===== src/rtl/blink_input_loader_pkg.sv =====
// Shared constants and enumerations for the Blink operand loader.
// Field widths, word counts per field and frame lengths live here so the
// loader and anything that consumes its outputs agree on the layout.
package blink_input_loader_pkg;

    localparam int K0_W = 448;
    localparam int K1_W = 382;
    localparam int T_W  = 128;
    localparam int P_W  = 64;

    localparam int K0_WORDS = 14;
    localparam int K1_WORDS = 12;
    localparam int T_WORDS  = 4;
    localparam int P_WORDS  = 2;

    localparam int FULL_WORDS  = K0_WORDS + K1_WORDS + T_WORDS + P_WORDS;
    localparam int SHORT_WORDS = T_WORDS + P_WORDS;

    localparam logic [4:0] FULL_LAST  = 5'(FULL_WORDS - 1);
    localparam logic [4:0] SHORT_LAST = 5'(SHORT_WORDS - 1);

    typedef enum logic [1:0] {
        IDLE = 2'd0,
        LOAD = 2'd1,
        HOLD = 2'd2
    } state_t;

    typedef enum logic [1:0] {
        FLD_K0 = 2'd0,
        FLD_K1 = 2'd1,
        FLD_T  = 2'd2,
        FLD_P  = 2'd3
    } field_t;

endpackage


===== src/rtl/blink_input_loader.sv =====
// Serial-to-parallel operand loader sitting in front of the Blink core.
// Collects a 32-word full frame (K0, K1, T, P) or a 6-word short frame
// (T, P only, reusing the previously loaded key) and presents the operand
// set with a valid/ready handshake.
module blink_input_loader
    import blink_input_loader_pkg::*;
#(
    parameter int WORD_W = 32
)
(
    input  logic              clk,
    input  logic              rst,
    input  logic [WORD_W-1:0] in_data,
    input  logic              in_valid,
    input  logic              in_key,
    input  logic              in_enc,
    output logic              in_ready,
    output logic [K0_W-1:0]   K0,
    output logic [K1_W-1:0]   K1,
    output logic [T_W-1:0]    T,
    output logic [P_W-1:0]    P,
    output logic              enc,
    output logic              out_valid,
    input  logic              out_ready,
    output logic              err
);

    state_t     state;
    state_t     state_n;
    logic [4:0] cnt;        // index of the next word while in LOAD
    logic       frame_key;  // frame type latched from the first word
    logic       key_ok;     // a full frame has loaded K0/K1 since reset

    logic       accept;
    logic [4:0] widx;
    logic       fkey;
    logic       last;
    logic       frame_done;
    logic       deliver;
    field_t     fld;
    logic [3:0] sub;

    assign in_ready   = (state != HOLD);
    assign accept     = in_valid && in_ready;
    assign frame_done = accept && last;
    // A short frame can only be delivered if a key is already present.
    assign deliver    = frame_done && (fkey || key_ok);

    // Word index and frame type of the word currently on in_data; the first
    // word of a frame uses the live in_key since nothing is latched yet.
    always_comb begin
        widx = (state == IDLE) ? 5'd0 : cnt;
        fkey = (state == IDLE) ? in_key : frame_key;
        last = (widx == (fkey ? FULL_LAST : SHORT_LAST));
    end

    // Map the frame word index onto a destination field and a word slot.
    always_comb begin
        fld = FLD_P;
        sub = 4'd0;
        if (fkey) begin
            if (widx < 5'(K0_WORDS)) begin
                fld = FLD_K0;
                sub = widx[3:0];
            end else if (widx < 5'(K0_WORDS + K1_WORDS)) begin
                fld = FLD_K1;
                sub = 4'(widx - 5'(K0_WORDS));
            end else if (widx < 5'(K0_WORDS + K1_WORDS + T_WORDS)) begin
                fld = FLD_T;
                sub = 4'(widx - 5'(K0_WORDS + K1_WORDS));
            end else begin
                fld = FLD_P;
                sub = 4'(widx - 5'(K0_WORDS + K1_WORDS + T_WORDS));
            end
        end else begin
            if (widx < 5'(T_WORDS)) begin
                fld = FLD_T;
                sub = widx[3:0];
            end else begin
                fld = FLD_P;
                sub = 4'(widx - 5'(T_WORDS));
            end
        end
    end

    // State register.
    always_ff @(posedge clk) begin
        if (!rst) begin
            state <= IDLE;
        end else begin
            state <= state_n;
        end
    end

    // Next-state logic: IDLE -> LOAD on first word, LOAD -> HOLD (or back to
    // IDLE for an undeliverable short frame) on last word, HOLD -> IDLE on
    // the output handshake.
    always_comb begin
        state_n = state;
        case (state)
            IDLE: begin
                if (accept) begin
                    state_n = LOAD;
                end
            end
            LOAD: begin
                if (frame_done) begin
                    state_n = deliver ? HOLD : IDLE;
                end
            end
            HOLD: begin
                if (out_valid && out_ready) begin
                    state_n = IDLE;
                end
            end
            default: state_n = IDLE;
        endcase
    end

    // Control registers: word counter, frame attributes, key status,
    // output valid and the missing-key error pulse.
    always_ff @(posedge clk) begin
        if (!rst) begin
            cnt       <= 5'd0;
            frame_key <= 1'b0;
            key_ok    <= 1'b0;
            out_valid <= 1'b0;
            err       <= 1'b0;
            enc       <= 1'b0;
        end else begin
            err <= frame_done && !fkey && !key_ok;
            if (accept) begin
                cnt <= widx + 5'd1;
            end
            if (accept && (state == IDLE)) begin
                frame_key <= in_key;
                enc       <= in_enc;
            end
            if (frame_done && fkey) begin
                key_ok <= 1'b1;
            end
            if (deliver) begin
                out_valid <= 1'b1;
            end else if ((state == HOLD) && out_ready) begin
                out_valid <= 1'b0;
            end
        end
    end

    // Operand registers: each accepted word lands in its field slot, least
    // significant word first; K1's top word only carries 30 bits.
    always_ff @(posedge clk) begin
        if (!rst) begin
            K0 <= '0;
            K1 <= '0;
            T  <= '0;
            P  <= '0;
        end else if (accept) begin
            case (fld)
                FLD_K0: begin
                    for (int i = 0; i < K0_WORDS; i++) begin
                        if (sub == 4'(i)) K0[32*i +: 32] <= in_data;
                    end
                end
                FLD_K1: begin
                    for (int i = 0; i < K1_WORDS - 1; i++) begin
                        if (sub == 4'(i)) K1[32*i +: 32] <= in_data;
                    end
                    if (sub == 4'(K1_WORDS - 1)) K1[K1_W-1 -: 30] <= in_data[29:0];
                end
                FLD_T: begin
                    for (int i = 0; i < T_WORDS; i++) begin
                        if (sub == 4'(i)) T[32*i +: 32] <= in_data;
                    end
                end
                default: begin
                    for (int i = 0; i < P_WORDS; i++) begin
                        if (sub == 4'(i)) P[32*i +: 32] <= in_data;
                    end
                end
            endcase
        end
    end

endmodule


===== config.mk =====
export PLATFORM = sky130hd
export DESIGN_NAME = blink_input_loader
export DESIGN_NICKNAME = d
export VERILOG_FILES = /design/src/rtl/blink_input_loader_pkg.sv /design/src/rtl/blink_input_loader.sv
export SDC_FILE = /design/constraint.sdc
export NUM_CORES = 2
export LEC_CHECK = 0
export BUFFER_PORTS_ARGS = -buffer_cell sky130_fd_sc_hd__buf_4
export CORE_AREA = 4 4 418 420
export CTS_BUF_LIST = sky130_fd_sc_hd__clkbuf_8
export DETAILED_ROUTE_END_ITERATION = 10
export DIE_AREA = 0 0 422 424
export PLACE_DENSITY = 0.4
export SYNTH_ARGS = -nofsm -noshare
export SYNTH_HDL_FRONTEND = slang
export SYNTH_SLANG_ARGS = --single-unit

===== constraint.sdc =====
create_clock -name clk -period 4.7 [get_ports clk]
set_input_delay 0.235 -clock clk [delete_from_list [all_inputs] [get_ports clk]]
set_output_delay 0.235 -clock clk [all_outputs]
set_load 0.005 [all_outputs]

==> flow_summary_export.csv <==
group,metric,value,unit
clock_network,cts_tree,"done",
power,p_int,13.8,mW
setup_path,r2r_setup_slack,0.86,ns
grt,overflow,0,
clock_network,htree_levels,4,
sta,slew_viol_final,0,
sta,finalWorstSetupSlack,0.863,ns
synth,synth_cells,3855,
power,pwr-share-comb,4.9,%
clock_network,worstSkewPairLatency,0.92,ns
grt,antenna_found_initial,23,
grt,grt_usage,20.7,%
routing,drc,0,
layout,area_growth,37.9,%
place,gp_congestion,0.774,
layout,postLayoutCellArea,52400,µm²
routing,ant_nets,0,
outcome,status,"finished, final reports clean",
clock_network,clockBufferDepth,3,
clock_network,cts.sinks,1034,
place,placedInstanceArea,48200,µm²
synth,synthesis.area,38000,µm²
layout,num-nets-final,4924,
routing,vias,31253,
run,drv_cap,0,
sta,tns,0,ns
setup_path,crit_path_start,"state[1]",
setup_path,cp-end-kind,"flop",
synth,synth_nets,3894,
routing,wl_met3,12.1,mm
setup_path,crit_path_end,"T[28]",
sta,finalSetupViolations,0,
routing,maxUsedRoutingLayer,"met4",
clock_network,clockRootBuffer,"clkbuf_8",
layout,final_core_util,30.7,%
setup_path,slowest_stage,"nor3_4",
routing,wl_met1,77.4,mm
synth,ys_seq_elements,1034,
power,swShare,25.9,%
routing,drt-total-wl,193,mm
place,dp_slack,0.771,ns
setup_path,r2r.worst_path.cells,9,
power,p_clk_share,47.4,%
sta,slew_headroom,27.6,%
routing,first_pass_iters,5,
setup_path,cpPeakStageDelay,0.77,ns
floorplan,initial_utilization,22.2,%
power,ir_worst_vdd,0.270,mV
floorplan,rows,152,
setup_path,crit_chain,"or2_0 > nand2_1 > ha_1 > and4b_1 > a2111oi_2 > nor3_4 > nand3_2 > buf_12 > mux2i_1",
setup_path,critPathLaunchType,"flop",
sta,max_freq,0.261,GHz
setup_path,regToRegStartpoint,"state[1]",
sta,finalHoldViolations,0,
power,p_leak,24.1,nW
power,fin_total_pwr,18.6,mW
setup_path,cp_max_fo,19,
clock_network,numCtsBuffers,191,
synth,netlist-cell-type-count,59,
floorplan,die_h,424,µm
grt,grt_max_degree,152,
setup_path,r2r_end,"T[28]",
grt,grt_pass1_vias,31131,
routing,dr_wl_met2,96.5,mm
routing,drt_iter0_drc,1925,
floorplan,dieWidth,422,µm
clock_network,postCtsSetupBuffers,0,
synth,syn_avg_cell_area,9.86,µm²
grt,grt_pass1_wl,261,mm
clock_network,clk_pin_slew,0.06,ns
setup_path,crit_required,5.49,ns
setup_path,arrival,4.62,ns
synth,seq_area_frac_synth,54.5,%
sta,post-route-min-period,3.84,ns
place,io_buffer_count,1063,
routing,wl_per_cell,26.6,µm
floorplan,num_io_pins,1064,
floorplan,core,171000,µm²
power,power_frac_seq,47.7,%
synth,ys_warn_count,0,
routing,vias_per_cell,4.30,
hold_path,hp-class,"primary input to flop",
sta,post-route-period-util,81.6,%
floorplan,die_area,179000,µm²
sta,finClkSkew,0.0367,ns
sta,tightest_slew,1.09,ns
power,power_density,354,nW/µm²
place,hpwl,129,mm
sta,rsz0062_at_grt,"no",
layout,drive_gt1_share,29.8,%
setup_path,crit_type,"flop to flop",
power,p_switching,4.81,mW
stage by stage:
stage | hold WS [ns] | instances
floorplan | 0.391 | 3855
global placement | 0.442 | 6884
detailed placement | 0.446 | 6884
CTS | 0.0436 | 7260
global route | 0.125 | 7265
finish | 0.205 | 7267
flip-flops by register name, indices dropped and copies added, names as in the netlist:
register	cells
P	64
key_ok	1
out_valid	1
enc	1
T	128
cnt	5
K1	382
err	1
frame_key	1
K0	448
state	2
cell families (layout without fill, tap and decap cells):
| group | Yosys count | after routing | synth area share (%) |
|---|---|---|---|
| and+or+nand+nor | 1358 | 1358 | 14.2 |
| DFF | 1034 | 1034 | 54.5 |
| muxes | 799 | 799 | 21.0 |
| buffers and inverters | 363 | 1535 | 4.53 |
| AOI/OAI and AO/OA | 299 | 299 | 5.67 |
| adders and majority gates | 1 | 1 | 0.0329 |
| xor gates and xnor gates | 1 | 1 | 0.0231 |
| other | 0 | 7 | 0 |
cell type report:
| cell class | count | area (µm²) |
|---|---|---|
| Antenna cell | 7 | 17.5 |
| Clock buffer | 230 | 3170 |
| Clock inverter | 105 | 644 |
| Fill cell | 17968 | 119000 |
| Inverter | 3 | 11.3 |
| Multi-Input combinational cell | 2458 | 15800 |
| Sequential cell | 1034 | 20700 |
| Tap cell | 2233 | 2790 |
| Timing Repair Buffer | 1197 | 9310 |
worst min-delay path by stage:
stage	depth (start not counted)	end	startpoint
2_1_floorplan	2	enc	in_enc
3_3_place_gp	2	K0[361]	K0[361]
3_5_place_dp	2	K1[213]	K1[213]
4_1_cts	4	K0[351]	in_data[31]
5_1_grt	4	K0[351]	in_data[31]
6_report	4	K0[383]	in_data[31]
cell usage after synthesis (all sizes together):
cell type  number  area [µm²]
nand2        1233        4630
dfxtp        1034       20700
mux2i         799        8000
a21boi        229        1720
clkbuf        222         833
buf           138         876
nand3          59         365
o21ai          41         209
nor2           17        71.3
a21oi          12        75.1
nor3            9        61.3
and3            8        50.1
nand2b          5        31.3
nand3b          4        30.0
nand4           4        25.0
nor2b           4        25.0
inv             3        11.3
o211ai          3        22.5
a2111oi         2        23.8
a211oi          2        20.0
and2            2        12.5
and4            2        17.5
nor4b           2        17.5
or2             2        12.5
or3b            2        20.0
a211o           1        8.76
a21o            1        7.51
a221o           1        10.0
a22oi           1        7.51
and4b           1        10.0
ha              1        12.5
nand4bb         1        11.3
nor3b           1        7.51
nor4            1        6.26
o2111a          1        11.3
o2111ai         1        8.76
o211a           1        10.0
o21a            1        7.51
o221ai          1        8.76
o22ai           1        6.26
or3             1        6.26
xnor2           1        8.76
repair_timing:
item / in CTS / in global routing
resized for setup: 0 / 0
hold buffers: 41 / 0
endpoints found under the hold margin: 317 / 0
cells in the final DEF (no fill, tap or decap), types with 4 or more instances in the layout:
master and n:
nand3b_1 4, buf_4 1138, mux2i_1 799, nand3_2 15, a21boi_1 31, nor2b_1 4
o21ai_0 39, inv_1 75, a21oi_1 10, nand2_1 1201, buf_12 17, inv_6 6
clkinv_2 13, dfxtp_1 1034, diode_2 7, nand4_1 4, nand2_2 32, nor2_2 4
and3_2 5, nor2_1 12, clkbuf_8 230, a21boi_0 197, nand3_1 41, nor3_2 4
nand2b_1 5, dlygate4sd3_1 41, bufinv_16 5
layer usage:
metal | global-route usage (%) | vias to the layer above
met4 | 7.99 | 0
met2 | 36.4 | 981
met3 | 5.89 | 269
li1 | - | 14753
met5 | 0 | -
met1 | 23.7 | 15250
critical path, delay by kind of cell (launching register included):
kind	cells	cell delay, ns
fa+ha+maj	1	0.27
compound gates	1	0.09
flops	1	0.50
simple gates	5	2.28
mux	1	0.13
buf+inv	1	0.40
power groups by stage:
| stage | Clock, mW | Sequential [mW] | Combinational (mW) |
|---|---|---|---|
| finish | 8.81 | 8.85 | 0.913 |
| global route | 9.49 | 8.85 | 0.969 |
| CTS | 9.15 | 8.85 | 0.944 |
| detailed placement | 0 | 9.04 | 0.912 |
| global placement | 0 | 9.04 | 0.913 |
| floorplan | 0 | 9.03 | 0.393 |
(Power assumes the default switching activity.)
